File: config.mk
export PLATFORM = sky130hd
export DESIGN_NAME = key_debounce
export DESIGN_NICKNAME = d
export VERILOG_FILES = /design/src/rtl/board_io_pkg.sv /design/src/rtl/key_debounce_ch.sv /design/src/rtl/key_debounce.sv
export SDC_FILE = /design/constraint.sdc
export NUM_CORES = 1
export LEC_CHECK = 0
export CELL_PAD_IN_SITES_DETAIL_PLACEMENT = 1
export CELL_PAD_IN_SITES_GLOBAL_PLACEMENT = 2
export CORE_MARGIN = 4
export CORE_UTILIZATION = 36
export DETAILED_ROUTE_END_ITERATION = 10
export GPL_ROUTABILITY_DRIVEN = 0
export PLACE_DENSITY_LB_ADDON = 0.25
export SYNTH_ARGS = -nofsm -noshare
export SYNTH_HDL_FRONTEND = slang
export SYNTH_SLANG_ARGS = --single-unit
File: constraint.sdc
create_clock -name clk -period 2.2 [get_ports clk]
set_clock_uncertainty 0.2 [all_clocks]
set_input_delay 0.44 -clock clk [delete_from_list [all_inputs] [get_ports clk]]
set_output_delay 0.44 -clock clk [all_outputs]
set_load 0.1 [all_outputs]
File: src/rtl/board_io_pkg.sv
// Shared types and constants for the board push-button input path.
package board_io_pkg;

  typedef enum logic [1:0] {
    KEY_IDLE,
    KEY_PRESS_WAIT,
    KEY_HELD,
    KEY_RELEASE_WAIT
  } key_state_e;

  localparam int CLK_HZ      = 50000000;
  localparam int DEBOUNCE_MS = 20;

  // Width of a counter that must hold the values 0 .. n-1, never narrower than one bit.
  function automatic int cnt_width(input int n);
    return (n > 1) ? $clog2(n) : 1;
  endfunction

endpackage

File: src/rtl/key_debounce_ch.sv
// One key channel: two-flop synchroniser, debounce FSM and, with KEY_REPEAT_EN
// defined, an auto-repeat counter that re-pulses press while the key stays held.
module key_debounce_ch
  import board_io_pkg::*;
#(
  parameter int DEBOUNCE_CYCLES = 4,
  parameter int ACTIVE_LOW      = 1
`ifdef KEY_REPEAT_EN
  ,
  parameter int REPEAT_DELAY    = 25000000,
  parameter int REPEAT_PERIOD   = 5000000
`endif
) (
  input  logic clk,
  input  logic reset,
  input  logic key_raw_i,
  output logic level_o,
  output logic press_o,
  output logic release_o
);

  localparam int              CW       = cnt_width(DEBOUNCE_CYCLES);
  localparam logic [CW-1:0]   CNT_LAST = CW'(DEBOUNCE_CYCLES - 1);
  localparam logic            IDLE_RAW = (ACTIVE_LOW != 0);

  logic [1:0]    sync_q;
  logic          pressed;
  key_state_e    state_q;
  logic [CW-1:0] cnt_q;
  logic [CW-1:0] cnt_d;
  logic          level_q;
  logic          press_q;
  logic          release_q;

  // Synchroniser resets to the raw level of a released key so no false press follows reset.
  always_ff @(posedge clk or negedge reset) begin
    if (!reset) begin
      sync_q <= {IDLE_RAW, IDLE_RAW};
    end else begin
      sync_q <= {sync_q[0], key_raw_i};
    end
  end

  assign pressed = sync_q[1] ^ IDLE_RAW;
  assign cnt_d   = cnt_q + 1'b1;

`ifdef KEY_REPEAT_EN
  localparam int              RPT_MAX   = (REPEAT_DELAY > REPEAT_PERIOD) ? REPEAT_DELAY : REPEAT_PERIOD;
  localparam int              RW        = cnt_width(RPT_MAX);
  localparam logic [RW-1:0]   RPT_FIRST = RW'(REPEAT_DELAY - 1);
  localparam logic [RW-1:0]   RPT_NEXT  = RW'(REPEAT_PERIOD - 1);

  logic [RW-1:0] rptCnt_q;
  logic [RW-1:0] rptCnt_d;
  logic          rptArmed_q;
  logic [RW-1:0] rptLimit;

  assign rptCnt_d = rptCnt_q + 1'b1;
  assign rptLimit = rptArmed_q ? RPT_NEXT : RPT_FIRST;
`endif

  always_ff @(posedge clk or negedge reset) begin
    if (!reset) begin
      state_q    <= KEY_IDLE;
      cnt_q      <= '0;
      level_q    <= 1'b0;
      press_q    <= 1'b0;
      release_q  <= 1'b0;
`ifdef KEY_REPEAT_EN
      rptCnt_q   <= '0;
      rptArmed_q <= 1'b0;
`endif
    end else begin
      press_q   <= 1'b0;
      release_q <= 1'b0;
      case (state_q)
        KEY_IDLE: begin
          if (pressed) begin
            state_q <= KEY_PRESS_WAIT;
            cnt_q   <= '0;
          end
        end
        KEY_PRESS_WAIT: begin
          if (!pressed) begin
            state_q <= KEY_IDLE;
            cnt_q   <= '0;
          end else if (cnt_q == CNT_LAST) begin
            state_q <= KEY_HELD;
            cnt_q   <= '0;
            press_q <= 1'b1;
            level_q <= 1'b1;
          end else begin
            cnt_q <= cnt_d;
          end
        end
        KEY_HELD: begin
          if (!pressed) begin
            state_q <= KEY_RELEASE_WAIT;
            cnt_q   <= '0;
          end
`ifdef KEY_REPEAT_EN
          else if (rptCnt_q == rptLimit) begin
            press_q    <= 1'b1;
            rptCnt_q   <= '0;
            rptArmed_q <= 1'b1;
          end else begin
            rptCnt_q <= rptCnt_d;
          end
`endif
        end
        KEY_RELEASE_WAIT: begin
          if (pressed) begin
            state_q <= KEY_HELD;
            cnt_q   <= '0;
          end else if (cnt_q == CNT_LAST) begin
            state_q   <= KEY_IDLE;
            cnt_q     <= '0;
            release_q <= 1'b1;
            level_q   <= 1'b0;
          end else begin
            cnt_q <= cnt_d;
          end
        end
        default: begin
          state_q <= KEY_IDLE;
          cnt_q   <= '0;
        end
      endcase
`ifdef KEY_REPEAT_EN
      // Any cycle outside HELD, or the cycle that leaves it, restarts the repeat timing.
      if (state_q != KEY_HELD || !pressed) begin
        rptCnt_q   <= '0;
        rptArmed_q <= 1'b0;
      end
`endif
    end
  end

  assign level_o   = level_q;
  assign press_o   = press_q;
  assign release_o = release_q;

endmodule

File: src/rtl/key_debounce.sv
// Debounced push-button bank: NUM_KEYS independent channels giving clean levels and
// one-cycle press/release pulses. Define KEY_REPEAT_EN to enable auto-repeat on held keys.
module key_debounce
  import board_io_pkg::*;
#(
  parameter int NUM_KEYS        = 4,
  parameter int DEBOUNCE_CYCLES = CLK_HZ / 1000 * DEBOUNCE_MS,
  parameter int ACTIVE_LOW      = 1,
  parameter int REPEAT_DELAY    = 25000000,
  parameter int REPEAT_PERIOD   = 5000000
) (
  input  logic                clk,
  input  logic                reset,
  input  logic [NUM_KEYS-1:0] KEY,
  output logic [NUM_KEYS-1:0] key_level,
  output logic [NUM_KEYS-1:0] key_press,
  output logic [NUM_KEYS-1:0] key_release
);

  for (genvar g = 0; g < NUM_KEYS; g++) begin : g_key
    key_debounce_ch #(
      .DEBOUNCE_CYCLES (DEBOUNCE_CYCLES),
      .ACTIVE_LOW      (ACTIVE_LOW)
`ifdef KEY_REPEAT_EN
      ,
      .REPEAT_DELAY    (REPEAT_DELAY),
      .REPEAT_PERIOD   (REPEAT_PERIOD)
`endif
    ) u_ch (
      .clk       (clk),
      .reset     (reset),
      .key_raw_i (KEY[g]),
      .level_o   (key_level[g]),
      .press_o   (key_press[g]),
      .release_o (key_release[g])
    );
  end

endmodule
# Yosys cells after proc, flatten, opt, wreduce, memory -nomap -nowiden

Cells that the tools add are included.

Add/sub/neg operators: 4
Eq/ne operators: 48
Mux-type cells: 92
Reductions and logical operators: 20

Operator list:

| operator                                               | number |
|---|---|
| two-way mux 20 bit                                     | 20 |
| one-hot mux 20 bit (4 select lines)                    | 4 |
| adder 20 x 1 -> 20 bit (second input constant)         | 4 |
| == test 20 bit (second input constant)                 | 4 |
| two-way mux 2 bit                                      | 24 |
| two-way mux 1 bit                                      | 36 |
| inequality test 2 x 1 -> 1 bit (second input constant) | 16 |
| one-hot mux 2 bit (4 select lines)                     | 4 |
| AND reduction 5 bit                                    | 4 |
| == test 2 bit (second input constant)                  | 8 |
| inequality test 2 bit (second input constant)          | 8 |
| AND reduction 4 bit                                    | 4 |
| inequality test 3 x 1 -> 1 bit (second input constant) | 4 |
| inequality test 3 bit (second input constant)          | 4 |
| == test 2 x 1 -> 1 bit (second input constant)         | 4 |
| zero test 2 bit                                        | 4 |
| one-hot mux 1 bit (2 select lines)                     | 4 |
| AND reduction 2 bit                                    | 4 |
| nonzero test 2 bit                                     | 4 |

Bits in registers: 108
Bits of input ports: 6
Output and inout bits: 12
Word-level logic and storage cells: 188

# Depth between registers and ports, before layout

Gate-level depths: netlist of the first run.

Depth in word-level cells: 4
Depth in mapped cells: 8
Depth with buffers taken out: 6

# Hierarchy

A second synthesis of the first run with hierarchy kept.

Cells, all modules: 567
Area, all modules: 5589.1 um^2

By module, submodules not included:

| module                              | instances | cells each | area each (um^2) | sequential area each (um^2) |
|---|---|---|---|---|
| key_debounce_ch (g_key[0].u_ch ...) | 3         | 139        | 1393.8           | 678.2 |
| key_debounce_ch (g_key[3].u_ch)     | 1         | 150        | 1407.6           | 678.2 |

# Worst setup path before layout of the first run

OpenSTA, ideal clock, no wires.

Path kind: register to register
From: register g_key[3].u_ch.cnt_q[11]
To: register g_key[3].u_ch.cnt_q[18]
Setup time: 133 ps
Arrival: 1821 ps
Required time: 1867 ps
Path slack: 46 ps
Cell stages (with the launch flop): 9
Buffers on the path: 3
Clock period less this slack: 2154 ps
Path through: dfrtp_1 -> buf_6 -> or4_4 -> nor4_4 -> a21oi_2 -> buf_6 -> buf_6 -> o211ai_1 -> o211ai_1

Cells in the longest elaborated chain, start to end: 4
Elaborated cells on any way between the ends: 6
Those cells by class: add/sub (1); eq/ne (1); mux (4)

Ends and longest elaborated chain:

| element                                                         | line                                                                 | source |
|---|---|---|
| start: declaration                                              | key_debounce_ch.sv:29                                                | `logic [CW-1:0] cnt_q;` |
| start signal: assignment                                        | key_debounce_ch.sv:93                                                | `cnt_q <= cnt_d;` |
| start signal: assignment                                        | key_debounce_ch.sv:121                                               | `cnt_q <= cnt_d;` |
| adder 20 x 1 -> 20 bit / == test 20 bit (equally long branches) | key_debounce_ch.sv:45, key_debounce_ch.sv:87, key_debounce_ch.sv:115 |  |
| two-way mux 20 bit (*)                                          | key_debounce_ch.sv:87, key_debounce_ch.sv:115                        |  |
| two-way mux 20 bit, on equally long branches                    | key_debounce_ch.sv:112, key_debounce_ch.sv:84                        |  |
| one-hot mux 20 bit (4 select lines) (*)                         | key_debounce_ch.sv:76                                                | `case (state_q)` |

Mark *: on every way between the ends. The rest lies on a longest branch, timed or not.
A chain may end at the register's enable or synchronous reset.

# Worst setup path after layout of the first run

From: register g_key[1].u_ch.cnt_q[11]
To: register g_key[1].u_ch.cnt_q[3]

Cells in the longest elaborated chain, start to end: 4
Elaborated cells on any way between the ends: 5
Those cells by class: eq/ne (1); mux (4)

Ends and longest elaborated chain:

| element                                      | line |
|---|---|
| start: declaration                           | key_debounce_ch.sv:29 |
| start signal: assignment                     | key_debounce_ch.sv:93 |
| start signal: assignment                     | key_debounce_ch.sv:121 |
| == test 20 bit (*)                           | key_debounce_ch.sv:87, key_debounce_ch.sv:115 |
| two-way mux 20 bit (*)                       | key_debounce_ch.sv:87, key_debounce_ch.sv:115 |
| two-way mux 20 bit, on equally long branches | key_debounce_ch.sv:112, key_debounce_ch.sv:84 |
| one-hot mux 20 bit (4 select lines) (*)      | key_debounce_ch.sv:76 |

Marked as above.

==> flow_summary.json, run 1 <==
{
  "dp.cells": 857,
  "ys_types": 58,
  "hold_viol": 0,
  "routed-via-count": 4931,
  "grtUsageMet2_pct": 29.18,
  "cp_data_required_time_ns": 2.24,
  "cts_sinks": 108,
  "min_from": "g_key[2].u_ch.sync_q[0]$_DFF_PN1_",
  "finalCriticalPeriod_ns": 2.154,
  "grt_pass1_vias": 5092,
  "pwr_density_cell_nw_per_um2": 614.0,
  "route.detailed.drc": 0,
  "grt_overflow": 0,
  "critPathLaunchType": "register",
  "clk_pin_slew_ns": 0.07,
  "end_kind": "register",
  "grt_use_met3_pct": 3.814,
  "ys_seq_area_share_pct": 47.95,
  "finalPower_mw": 4.204,
  "relSlewSlack_pct": 63.83,
  "critPathArrivalTime_ns": 2.20,
  "seqCellArea_um2": 2713,
  "maxSlewViolCount": 0,
  "final_cell_mix": "dfrtp_1, buf_4, nand2_1",
  "synth.top_cell.area_share_pct": 44.24,
  "finalSetupViolCount": 0,
  "async_flop_share_pct": 100.0,
  "global_route.usage.total_pct": 17.21,
  "crit_chain": "or4b_4 -> nor4_4 -> a21oi_2 -> buf_6 -> a21o_2 -> a22o_1",
  "syn_avg_cell_area_um2": 9.319,
  "wl_per_cell_um": 16.83,
  "p_leak_nw": 2.847,
  "fp.dieArea_um2": 17780,
  "syn_nets": 617,
  "hold_class": "reg2reg",
  "ys_seq_elements": 108,
  "syn_area_um2": 5657,
  "ir_worst_vdd_uv": 422.2,
  "drv_cap": 0,
  "diodes": 0,
  "dp_hpwl_mm": 10.39,
  "met1_usage_pct": 22.37,
  "synth_ff_type": "dfrtp_1",
  "drive_gt1_share_pct": 20.36,
  "synth_top_area_cell": "dfrtp_1",
  "final_common_cell": "dfrtp_1",
  "slowest_stage": "or4b_4",
  "start_util_pct": 36.94,
  "multi_input_area_um2": 2755,
  "area_growth_pct": 21.06,
  "fillCellCount": 1764,
  "numPortBuffers": 17,
  "rsz0062_at_grt": "yes",
  "worstMarginPinSlew_ns": 0.5405,
  "cts_buffer_depth": 2,
  "core.rowCount": 45,
  "antenna_found_initial": 0,
  "place_area_um2": 6340,
  "grt_pass1_wl_mm": 25.28,
  "instances_no_fill": 879,
  "clk_latency_ns": 0.35,
  "finalNetCount": 673,
  "synth_warnings": 0,
  "crit_type": "reg2reg",
  "hold_slack_ns": 0.1540,
  "finalWorstSetupSlack_ns": 0.04595,
  "grt_max_degree": 30,
  "synthCells": 607,
  "synth_edf_count": 0,
  "post-place-ws_ns": -0.03285,
  "top_usage_layer": "met2",
  "die_h_um": 133.4,
  "cts_tree": "built",
  "fin_area_um2": 6848,
  "cts_made_buffers": 9,
  "dr.pass1.iters": 4,
  "clock.fmax_mhz": 464.2,
  "ios": 18,
  "routed_wl_mm": 14.80,
  "reg2reg_from": "g_key[1].u_ch.cnt_q[11]$_DFFE_PN0P_",
  "outcome": "completed",
  "path_max_fanout": 8,
  "die_x_um": 133.4,
  "core-area_um2": 15310,
  "critPathMaxStageDelay_ns": 0.56,
  "cp-startpoint": "g_key[1].u_ch.cnt_q[11]$_DFFE_PN0P_",
  "cts.htree.levels": 3,
  "antenna_left": 0,
  "min_period_over_period_pct": 97.91,
  "vias_per_cell": 5.610,
  "drt_iter0_markers": 194,
  "synth_area_leaders": "dfrtp_1, a31oi_1, nand2_1, a21oi_1, nand3_1",
  "root_buffer": "clkbuf_16"
}
## worst max-delay path: cells and delay by family (launching register included)
family                 cells  cell delay [ns]
buffers and inverters      1             0.16
AO/OA/AOI/OAI              3             0.49
flip-flops                 1             0.39
AND/OR/NAND/NOR            2             0.82
## per-stage QoR
stage                     setup TNS (ns)  utilization [%]
after floorplan                        0                -
after global placement                 0            41.40
after detailed placement         -0.1680            41.40
after CTS                              0            43.82
after global routing            -0.03456            44.71
final                                  0            44.71
## cells in the mapped netlist (9+ instances only)
| library cell | n |
|---|---|
| a21oi_1 | 46 |
| a31oi_1 | 53 |
| a41oi_1 | 15 |
| and3_1 | 10 |
| buf_4 | 12 |
| clkbuf_1 | 9 |
| dfrtp_1 | 100 |
| inv_1 | 20 |
| nand2_1 | 66 |
| nand2b_1 | 10 |
| nand3_1 | 45 |
| nand4_1 | 12 |
| nor2_1 | 39 |
| nor3_1 | 15 |
| o21ai_0 | 27 |
## per-layer routing
metal  vias up  part of all wire [%]
met5         -                     0
met4         0                   1.1
met3         9                   2.5
met2        41                    50
met1      2510                    47
li1       2371                     -
## logic make-up after synthesis
logic type,Yosys count,synth area share [%]
buf+inv,56,5.441
mux,1,0.1991
compound gates,178,20.11
xor+xnor,4,0.6193
fa+ha+maj,4,0.8848
flops,108,47.95
simple gates,256,24.80
## power breakdown
part           total [mW]  internal (mW)  leakage [nW]  switching (mW)
Clock                1.84           1.09         0.162           0.748
Combinational       0.280          0.109          1.22           0.171
Sequential           2.08           2.03          1.47          0.0517
Total                4.20           3.23          2.85           0.971
## sequential cells by signal, summed over array words and instances, names as in the netlist, named ones only
| signal | flops |
|---|---|
| g_key.u_ch.cnt_q | 80 |
| g_key.u_ch.sync_q | 8 |
| g_key.u_ch.level_o | 4 |
| g_key.u_ch.press_o | 4 |
| g_key.u_ch.release_o | 4 |
| g_key.u_ch.state_q | 4 |
## worst paths after layout
path,endpoint,slack (ns),depth (start not counted)
hold reg to reg,g_key[2].u_ch.sync_q[1]$_DFF_PN1_,0.15,0
setup / recovery,g_key[1].u_ch.cnt_q[3]$_DFFE_PN0P_,0.05,6
hold / removal,g_key[2].u_ch.sync_q[1]$_DFF_PN1_,0.15,0
min in group asynchronous,g_key[1].u_ch.cnt_q[9]$_DFFE_PN0P_,0.38,2
setup reg to reg,g_key[1].u_ch.cnt_q[3]$_DFFE_PN0P_,0.05,6
max in group asynchronous,g_key[0].u_ch.sync_q[0]$_DFF_PN1_,0.83,3
## area by class of cell
cell class | count | area share, %
multi-input combinational | 443 | 40.23
sequential | 108 | 39.61
timing repair buffer | 81 | 10.27
clock buffer | 13 | 3.947
tap | 211 | 3.855
inverter | 20 | 1.096
clock inverter | 3 | 0.9867
## timing repair
item | CTS | global route
gates cloned | 0 | 0
pin swaps | 2 | 10
setup buffers | 0 | 5
setup endpoints to repair | 26 | 47
hold endpoints to repair | 24 | 0
gates resized for setup | 3 | 21
hold buffers | 1 | 0
(Power assumes the default switching activity.)
==> inputs of run 2 (changes only) <==
- PLACE_DENSITY_LB_ADDON: 0.25 -> 0.1
==> flow_summary.json, run 2 (synthesis results as in run 1) <==
{
  "multi_input_area_um2": 2730,
  "r2r_cells": 7,
  "clk_latency_ns": 0.36,
  "fp.dieArea_um2": 17780,
  "grt_overflow": 0,
  "reg2reg_from": "g_key[3].u_ch.cnt_q[8]$_DFFE_PN0P_",
  "dr.pass1.iters": 4,
  "largestRegisters": "g_key.u_ch.cnt_q: 80 flops, g_key.u_ch.sync_q: 8 flops",
  "critPathLaunchType": "register",
  "diodes": 0,
  "end_kind": "register",
  "worstMarginPinSlew_ns": 0.5825,
  "finalSetupViolCount": 0,
  "timing.rr.end": "g_key[3].u_ch.cnt_q[4]$_DFFE_PN0P_",
  "maxSlewViolCount": 0,
  "cts.htree.levels": 3,
  "grt_pass1_wl_mm": 24.80,
  "ios": 18,
  "cts_tree": "built",
  "area_growth_pct": 18.65,
  "drv_cap": 0,
  "routed_wl_mm": 14.43,
  "cts_buffer_depth": 2,
  "die_h_um": 133.4,
  "final_cell_mix": "dfrtp_1, nand2_1, buf_4",
  "cp_data_required_time_ns": 2.24,
  "fillCellCount": 1752,
  "hold_class": "reg2reg",
  "core-area_um2": 15310,
  "clock.fmax_mhz": 460.7,
  "hold_viol": 0,
  "hold_slack_ns": 0.1572,
  "wl_per_cell_um": 16.54,
  "finalWorstSetupSlack_ns": 0.02916,
  "numPortBuffers": 17,
  "start_util_pct": 36.94,
  "antenna_found_initial": 0,
  "routed-via-count": 4825,
  "finalCriticalPeriod_ns": 2.171,
  "outcome": "completed",
  "antenna_left": 0,
  "global_route.usage.total_pct": 16.83,
  "seqCellArea_um2": 2713,
  "dp_hpwl_mm": 10.08,
  "timing.reg2reg.setup_slack_ns": 0.03,
  "pwr_density_cell_nw_per_um2": 600.1,
  "vias_per_cell": 5.533,
  "post-place-ws_ns": -0.01074,
  "cts_made_buffers": 9,
  "ir_worst_vdd_uv": 440.3,
  "finalNetCount": 666,
  "min_period_over_period_pct": 98.67,
  "core.rowCount": 45,
  "hold_depth": 0,
  "grt_max_degree": 44,
  "relSlewSlack_pct": 61.02,
  "min_from": "g_key[0].u_ch.sync_q[0]$_DFF_PN1_",
  "cts_sinks": 108,
  "drive_gt1_share_pct": 19.06,
  "root_buffer": "clkbuf_16",
  "grt_pass1_vias": 4900,
  "min_to": "g_key[0].u_ch.sync_q[1]$_DFF_PN1_",
  "crit_type": "reg2reg",
  "path_max_fanout": 30,
  "route.detailed.drc": 0,
  "critPathArrivalTime_ns": 2.21,
  "regMostFlops": "g_key.u_ch.cnt_q",
  "p_leak_nw": 2.780,
  "fin_tns_setup_ns": 0,
  "final_common_cell": "dfrtp_1",
  "largest_reg_flops": 80,
  "clk_pin_slew_ns": 0.08,
  "fin_util_pct": 43.82,
  "drt_iter0_markers": 216,
  "die_x_um": 133.4
}
==> run 2: changes by cell type in the layout (fill, tap and decap cells not counted), moves of 2 or more <==
cell	change
buf_4	-5
clkbuf_8	-2
clkinv_2	+3
nand3_1	+2
nand3_2	-2
o21ai_0	+2
==> run 2: through the flow <==
stage | total power, mW | instances | area [um2]
after global placement | 2.377 | 854 | 6305
after global routing | 4.197 | 872 | 6711
after detailed placement | 2.387 | 854 | 6305
after floorplan | 2.251 | 607 | 5657
after CTS | 4.088 | 871 | 6616
final | 4.027 | 872 | 6711
==> run 2: metal layers <==
layer	up-vias	GRT usage (%)	share of wire (%)
li1	2359	-	-
met1	2414	23.21	50
met2	41	27.31	47
met3	11	4.003	2.2
met4	0	3.314	1.1
met5	-	0	0
==> run 2: power by group <==
part | leakage (nW) | internal, mW | total [mW] | switching, mW
logic | 1.17 | 0.100 | 0.265 | 0.165
registers | 1.47 | 2.03 | 2.08 | 0.0516
clock network | 0.145 | 0.910 | 1.68 | 0.769
total | 2.78 | 3.04 | 4.03 | 0.985
==> run 2: critical path: stages (launching register included) <==
cell	delay, ns
dfrtp_1	0.38
or4b_4	0.56
nor3_4	0.22
buf_4	0.15
a21oi_2	0.06
buf_12	0.17
a41oi_1	0.23
a31oi_1	0.06
==> run 2: what timing repair did <==
| item | in CTS | in global routing |
|---|---|---|
| pin swaps | 1 | 4 |
| setup buffers | 0 | 1 |
| hold buffers | 1 | 0 |
| hold endpoints to repair | 28 | 0 |
| setup endpoints to repair | 3 | 55 |
| gates resized for setup | 1 | 16 |
==> run 2: layout make-up <==
cell class,instances,area share (%)
clock inverter,5,0.7830
timing repair buffer,74,9.452
clock buffer,11,3.617
sequential,108,40.42
multi-input combinational,443,40.68
inverter,20,1.119
tap,211,3.934
==> run 2: worst max-delay path by stage <==
stage / startpoint / endpoint / slack (ns) / cells past startpoint
2_1_floorplan: g_key[3].u_ch.cnt_q[11]$_DFFE_PN0P_ / g_key[3].u_ch.cnt_q[18]$_DFFE_PN0P_ / 0.05 / 8
3_3_place_gp: g_key[0].u_ch.cnt_q[0]$_DFFE_PN0P_ / g_key[0].u_ch.cnt_q[4]$_DFFE_PN0P_ / 0.05 / 8
3_5_place_dp: g_key[0].u_ch.cnt_q[0]$_DFFE_PN0P_ / g_key[0].u_ch.cnt_q[19]$_DFFE_PN0P_ / -0.01 / 8
4_1_cts: g_key[3].u_ch.cnt_q[13]$_DFFE_PN0P_ / g_key[3].u_ch.cnt_q[12]$_DFFE_PN0P_ / 0.009 / 6
5_1_grt: g_key[1].u_ch.cnt_q[0]$_DFFE_PN0P_ / g_key[1].u_ch.cnt_q[16]$_DFFE_PN0P_ / -0.03 / 8
6_report: g_key[3].u_ch.cnt_q[8]$_DFFE_PN0P_ / g_key[3].u_ch.cnt_q[4]$_DFFE_PN0P_ / 0.03 / 7
==> inputs of run 3 (changes only) <==
- SETUP_SLACK_MARGIN: default -> 0.3
==> flow_summary.json, run 3 (synthesis results as in run 1) <==
{
  "root_buffer": "clkbuf_16",
  "ios": 18,
  "cp_data_required_time_ns": 2.24,
  "grt_pass1_wl_mm": 26.76,
  "route.detailed.drc": 0,
  "crit_type": "reg2reg",
  "start_util_pct": 36.94,
  "largestRegisters": "g_key.u_ch.cnt_q: 80 flops, g_key.u_ch.sync_q: 8 flops",
  "drive_gt1_share_pct": 39.30,
  "path_max_fanout": 6,
  "fp.dieArea_um2": 17780,
  "grt_pass1_vias": 5337,
  "cts.htree.levels": 3,
  "critPathLaunchType": "register",
  "global_route.usage.total_pct": 18.34,
  "cts_buffer_depth": 2,
  "routed_wl_mm": 17.23,
  "core.rowCount": 45,
  "clk_pin_slew_ns": 0.07,
  "p_leak_nw": 3.185,
  "largest_reg_flops": 80,
  "dr.pass1.iters": 4,
  "antenna_left": 0,
  "clk_latency_ns": 0.36,
  "finalCriticalPeriod_ns": 2.167,
  "rsz0062_at_grt": "yes",
  "drt_iter0_markers": 178,
  "grt_max_degree": 43,
  "area_growth_pct": 39.57,
  "clock.fmax_mhz": 461.5,
  "hold_slack_ns": 0.1581,
  "finalNetCount": 715,
  "regMostFlops": "g_key.u_ch.cnt_q",
  "hold_class": "reg2reg",
  "finalPower_mw": 4.139,
  "place_area_um2": 6379,
  "dp_hpwl_mm": 10.16,
  "die_h_um": 133.4,
  "numPortBuffers": 17,
  "worstMarginPinSlew_ns": 0.7289,
  "die_x_um": 133.4,
  "pwr_density_cell_nw_per_um2": 524.3,
  "final_cell_mix": "dfrtp_1, buf_4, nand2_1",
  "finalSetupViolCount": 0,
  "drv_cap": 0,
  "fin_tns_setup_ns": 0,
  "core-area_um2": 15310,
  "cts_made_buffers": 9,
  "fin_util_pct": 51.55,
  "final_common_cell": "dfrtp_1",
  "outcome": "completed",
  "routed-via-count": 5202,
  "ir_worst_vdd_uv": 392.6,
  "cts_tree": "built",
  "cts_sinks": 108,
  "wl_per_cell_um": 18.71,
  "fin_area_um2": 7895,
  "relSlewSlack_pct": 51.23,
  "vias_per_cell": 5.648,
  "hold_viol": 0,
  "end_kind": "register",
  "maxSlewViolCount": 0,
  "grt_overflow": 0,
  "min_period_over_period_pct": 98.49,
  "diodes": 0,
  "critPathArrivalTime_ns": 2.21,
  "antenna_found_initial": 0
}
-- run 3: changes by cell type in the layout (fill, tap and decap cells not counted), moves of 12 or more --
cell	before	now
a21oi_1	45	18
a21oi_2	3	22
a41oi_1	14	2
a41oi_2	1	13
buf_4	63	85
buf_6	1	19
dfrtp_1	100	88
dfrtp_2	0	12
o21ai_0	27	8
o21ai_1	0	12
-- run 3: per-layer routing --
layer / GRT usage, % / vias up / part of all wire [%]
met1: 23.38 / 2649 / 45
met4: 6.000 / 0 / 1.5
met2: 31.74 / 67 / 51
met3: 3.097 / 24 / 2.5
met5: 0 / - / 0
li1: - / 2462 / -
-- run 3: cell type report --
| class | count | area [um2] |
|---|---|---|
| tap | 211 | 264.0 |
| clock buffer | 12 | 266.5 |
| inverter | 20 | 75.07 |
| timing repair buffer | 123 | 1207 |
| clock inverter | 4 | 22.52 |
| multi-input combinational | 443 | 3332 |
| sequential | 108 | 2728 |
| fill | 1680 | 7420 |
-- run 3: stage by stage --
stage	setup slack (ns)	instances
after floorplan	0.1115	607
after CTS	0.02615	896
after detailed placement	0.006261	854
after global placement	0.07773	854
final	0.03333	921
after global routing	-0.03148	921
-- run 3: worst paths after layout --
| check | startpoint | to | slack (ns) | cells after the start |
|---|---|---|---|---|
| setup / recovery | g_key[3].u_ch.cnt_q[13]$_DFFE_PN0P_ | g_key[3].u_ch.cnt_q[19]$_DFFE_PN0P_ | 0.03 | 7 |
| min in group asynchronous | reset | g_key[1].u_ch.cnt_q[14]$_DFFE_PN0P_ | 0.35 | 2 |
| max in group asynchronous | reset | g_key[1].u_ch.sync_q[1]$_DFF_PN1_ | 0.82 | 3 |
| hold / removal | g_key[0].u_ch.sync_q[0]$_DFF_PN1_ | g_key[0].u_ch.sync_q[1]$_DFF_PN1_ | 0.16 | 0 |
| hold reg to reg | g_key[0].u_ch.sync_q[0]$_DFF_PN1_ | g_key[0].u_ch.sync_q[1]$_DFF_PN1_ | 0.16 | 0 |
| setup reg to reg | g_key[3].u_ch.cnt_q[13]$_DFFE_PN0P_ | g_key[3].u_ch.cnt_q[19]$_DFFE_PN0P_ | 0.03 | 7 |
-- run 3: report_power, final --
group	total, mW	switching [mW]	internal, mW
combinational	0.431	0.233	0.198
sequential	2.09	0.0589	2.03
clock	1.62	0.759	0.857
total	4.14	1.05	3.09
-- run 3: timing repair --
item | CTS | global route
resized for setup | 54 | 103
hold buffers | 1 | 0
hold endpoints to repair | 23 | 0
pin swaps | 33 | 51
setup endpoints to repair | 84 | 94
buffers inserted | 22 | 17
gates cloned | 3 | 8
-- run 3: critical path, stage by stage, from the launching register on --
cell	delay (ns)
dfrtp_1	0.40
or4_4	0.57
nor4_4	0.25
a21oi_4	0.17
buf_12	0.16
buf_16	0.13
o211ai_1	0.08
nand3_1	0.09
